**config.mk**
```make
export PLATFORM = sky130hd
export DESIGN_NAME = idu_pipe
export DESIGN_NICKNAME = d
export VERILOG_FILES = /design/src/rtl/idu_pipe.sv
export SDC_FILE = /design/constraint.sdc
export NUM_CORES = 1
export LEC_CHECK = 0
export CORE_MARGIN = 1.5
export CORE_UTILIZATION = 40
export CTS_BUF_LIST = sky130_fd_sc_hd__clkbuf_16
export DETAILED_ROUTE_END_ITERATION = 8
export GPL_TIMING_DRIVEN = 0
export PLACE_DENSITY = 0.73
export SETUP_SLACK_MARGIN = 0.2
export SYNTH_ARGS = -nofsm -noshare
export SYNTH_HDL_FRONTEND = slang
export SYNTH_SLANG_ARGS = --single-unit
```
**constraint.sdc**
```tcl
create_clock -name clock -period 4.7 [get_ports clock]
set_input_delay 0.94 -clock clock [delete_from_list [all_inputs] [get_ports clock]]
set_output_delay 0.94 -clock clock [all_outputs]
set_load 0.05 [all_outputs]
```
**src/rtl/idu_pipe.sv**
```systemverilog
// Pipelined instruction decode unit: decodes one instruction per cycle into a
// single-entry output register with valid/ready handshake, flush, counter and sticky error.
module idu_pipe #(
  parameter int INSTR_W = 16,
  parameter int OPC_W   = 4,
  parameter int REG_W   = 2,
  parameter int IMM_W   = 8,
  parameter int DATA_W  = 8,
  parameter int NUM_OPS = 12,
  parameter int COUNT_W = 16
) (
  input  logic               clock,
  input  logic               reset_n,
  input  logic [INSTR_W-1:0] instr_i,
  input  logic               in_valid_i,
  output logic               in_ready_o,
  input  logic               flush_i,
  output logic               out_valid_o,
  input  logic               out_ready_i,
  output logic [NUM_OPS-1:0] op_o,
  output logic               illegal_o,
  output logic [DATA_W-1:0]  imm_o,
  output logic [REG_W-1:0]   src_reg_o,
  output logic [REG_W-1:0]   dst_reg_o,
  output logic [COUNT_W-1:0] dec_count_o,
  output logic               err_o
);

  logic [OPC_W-1:0]   opcode;
  logic [REG_W-1:0]   dst_fld;
  logic [REG_W-1:0]   src_fld;
  logic [IMM_W-1:0]   imm_fld;
  logic [NUM_OPS-1:0] dec_op;
  logic               dec_illegal;
  logic               dec_sext;
  logic [DATA_W-1:0]  dec_imm;
  logic               accept;
  logic               xfer;

  assign opcode  = instr_i[INSTR_W-1 -: OPC_W];
  assign dst_fld = instr_i[IMM_W+REG_W +: REG_W];
  assign src_fld = instr_i[IMM_W +: REG_W];
  assign imm_fld = instr_i[IMM_W-1:0];

  assign dec_illegal = 32'(opcode) >= 32'(NUM_OPS);

  // One-hot decode; an illegal opcode matches no bit so op stays all-zero.
  always_comb begin
    dec_op = '0;
    for (int k = 0; k < NUM_OPS; k++) begin
      if (32'(opcode) == 32'(k)) dec_op[k] = 1'b1;
    end
  end

  // Only addi (4) and cmpeqi (7) take a signed immediate.
  assign dec_sext = !dec_illegal && (32'(opcode) == 32'd4 || 32'(opcode) == 32'd7);
  assign dec_imm  = dec_sext ? DATA_W'($signed(imm_fld)) : DATA_W'(imm_fld);

  assign in_ready_o = !flush_i && (!out_valid_o || out_ready_i);
  assign accept     = in_valid_i && in_ready_o;
  assign xfer       = out_valid_o && out_ready_i;

  always_ff @(posedge clock or negedge reset_n) begin
    if (!reset_n) begin
      out_valid_o <= 1'b0;
      op_o        <= '0;
      illegal_o   <= 1'b0;
      imm_o       <= '0;
      src_reg_o   <= '0;
      dst_reg_o   <= '0;
      dec_count_o <= '0;
      err_o       <= 1'b0;
    end else begin
      if (xfer) begin
        dec_count_o <= dec_count_o + 1'b1;
        if (illegal_o) err_o <= 1'b1;
      end
      // Flush wins; accept is already blocked by in_ready_o during a flush.
      if (flush_i) begin
        out_valid_o <= 1'b0;
      end else if (accept) begin
        out_valid_o <= 1'b1;
        op_o        <= dec_op;
        illegal_o   <= dec_illegal;
        imm_o       <= dec_imm;
        src_reg_o   <= src_fld;
        dst_reg_o   <= dst_fld;
      end else if (xfer) begin
        out_valid_o <= 1'b0;
      end
    end
  end

endmodule

```
==> results.cfg <==
[logic_synthesis]
ys_seq_area_share_pct = 61.8
synth_common_cells = 43 x dfrtp_1, 22 x nand2_1, 13 x mux2_2, 10 x xnor2_1, 8 x nor2_1
synth_top_area_share_pct = 61.8
yosys.cell_count.top_type = dfrtp_1
syn-instance-count = 141
synth-main-ff-cell = dfrtp_1
synthArstFlopShare_pct = 100
avgSynthCellArea_sq_um = 12.4
yosysTopAreaCell = dfrtp_1
syn_nets = 163
synth-seq-cells = 43
synth-edff-count = 0
syn_area_sq_um = 1740
synth-warning-count = 0
synthTopCellsByArea = dfrtp_1 62%, mux2_2 8.4%, xnor2_1 5.0%
synth_cell_types = 24

[critical_path]
critPathLaunchType = input port
rr_worst_depth = 6
cp_slowest_stage_delay_ns = 0.82
critPathArrivalTime_ns = 2.51
required_ns = 3.76
cpMostUsedCell = clkdlybuf4s50_1
slowest_stage = clkdlybuf4s50_1
r2r_slack_ns = 2.99
path_cells = clkdlybuf4s50_1 > nor2b_1 > nor2_1 > clkdlybuf4s50_1
critPathBufInv = 2
cp_max_fo = 5
rr_startpoint = out_valid_o$_DFFE_PN0P_
r2r-end = op_o[4]$_DFFE_PN0P_
end_kind = primary output
cpLargestDelayFamily = buffers and inverters
critPathKind = input port to primary output

[floorplan]
pin_count = 65
fp.dieW_microns = 69.0
die_h_microns = 69.0
placement_rows = 23
initial_core_util_pct = 42.6
dieArea_sq_um = 4760
core_area_sq_um = 4090

[drt]
antenna_left = 0
vias = 1364
drt_iter0_drc = 67
drtPass1Iterations = 4
drt_wl_total_mm = 3.71
wl_per_cell_microns = 14.1
vias_per_cell = 5.19
drc = 0

[power]
seqPwrFrac_pct = 40.1
power.leakage_nw = 1.11
pwr-share-clk_pct = 27.7
ir_worst_vdd_uv = 233
switching_share_pct = 35.4
p_per_area_nw_per_um2 = 447
total_power_mw = 1.15
total_switching_power_mw = 0.408
p_int_mw = 0.744
pwr-share-comb_pct = 32.2

[clocking]
cts.reportedPaths.clkPinSlew_ns = 0.06
cts_sinks = 43
holdBufCountCts = 0
post_cts_resized = 0
numCtsBuffers = 5
post-cts-setup-buffers = 0
root_buffer = clkbuf_16
insertion_delay_ns = 0.28
cts_tree = yes
clock_path_buffers = 2
h-tree-depth = 2

[global_routing]
grt_pass1_vias = 1373
grt_max_degree = 44
grtUsageTotal_pct = 17.6
antenna_found_initial = 0
grt_pass1_wl_mm = 6.01
overflow = 0

[final_layout]
design_area_sq_um = 2580
fin_nets = 234
area_growth_pct = 47.9
drive_gt1_share_pct = 11.3
antenna_cells = 0

[timing]
relSlewSlack_pct = 37.0
fmax_ghz = 0.290
finalSetupViolCount = 0
rsz0062_at_grt = false
min_period_ns = 3.45
slew_viol_final = 0
finalHoldViolations = 0
worst_slew_pin_slew_ns = 0.945
fin_skew_ns = 0.00378
fin_crit_sh_pct = 73.4
tns_ns = 0

[place]
placed_cell_area_sq_um = 2440
routabilityCongestion = 0.727
dp_hpwl_mm = 2.72
port_buffers = 64

[hold_path]
hold_depth = 1
hold_end = err_o$_DFFE_PN0P_
hold_start = err_o$_DFFE_PN0P_
worst_hold_path_type = flip-flop to flip-flop

[status]
outcome = finished clean

[flow_run]
maxCapViolations = 0
[cell usage in the layout (no fill, tap or decap), types with 3 or more instances in the layout]
cell and instances:
clkdlybuf4s50_1 63, dfrtp_1 43, nand2_1 22, mux2_2 13, xnor2_1 10, nor2_1 8
o31ai_1 6, nand3_1 5, xor2_1 5, o41ai_1 5, clkbuf_16 5, nand2b_1 4
nand4_1 3, inv_1 3
[stage by stage]
stage | hold slack [ns] | instances | util [%] | setup WS (ns)
finish | 0.464 | 263 | 63.0 | 1.25
global placement | 0.451 | 255 | 59.8 | 1.29
floorplan | 0.644 | 141 | - | 2.13
global route | 0.505 | 263 | 63.0 | 1.21
CTS | 0.468 | 263 | 63.0 | 1.24
detailed placement | 0.454 | 255 | 59.7 | 1.24
[logic make-up after synthesis]
kind of cell,Yosys count,share of synthesized area [%]
adders and majority gates,1,0.718
DFF,43,61.8
AOI/OAI and AO/OA,14,6.18
xor gates and xnor gates,15,7.54
buffers and inverters,6,2.23
muxes,13,8.41
and+or+nand+nor,49,13.1
[sequential cells by signal, indices dropped and copies added, names as in the netlist]
name and count:
illegal_o 1, out_valid_o 1, dec_count_o 16, op_o 12, src_reg_o 2, err_o 1, dst_reg_o 2, imm_o 8
[per-layer routing]
layer / vias up / track usage, % / part of all wire [%]
li1: 631 / - / -
met1: 664 / 19.1 / 38
met2: 61 / 29.9 / 50
met3: 8 / 6.98 / 9.8
met4: 0 / 8.09 / 2.0
met5: - / 0 / 0
[final cells by class]
cell class | count | area (sq um)
clock inverter | 3 | 11.3
timing repair buffer | 64 | 636
fill | 325 | 1510
buffer | 4 | 31.3
sequential | 43 | 1080
multi-input combinational | 92 | 627
clock buffer | 5 | 125
inverter | 2 | 7.51
tap | 50 | 62.6
[power groups by stage]
stage	sequential [mW]	combinational (mW)	clock, mW
6_report	0.462	0.371	0.319
5_1_grt	0.469	0.391	0.345
4_1_cts	0.462	0.374	0.331
3_5_place_dp	0.468	0.372	0
3_3_place_gp	0.462	0.368	0
2_1_floorplan	0.629	0.0639	0
[worst max path at each step]
stage	from	to	slack, ns	cells after the start
floorplan	out_ready_i	in_ready_o	2.13	2
global placement	out_ready_i	in_ready_o	1.29	4
detailed placement	out_ready_i	in_ready_o	1.24	4
CTS	out_ready_i	in_ready_o	1.24	4
global route	out_ready_i	in_ready_o	1.21	4
finish	out_ready_i	in_ready_o	1.25	4
(Power assumes the default switching activity.)
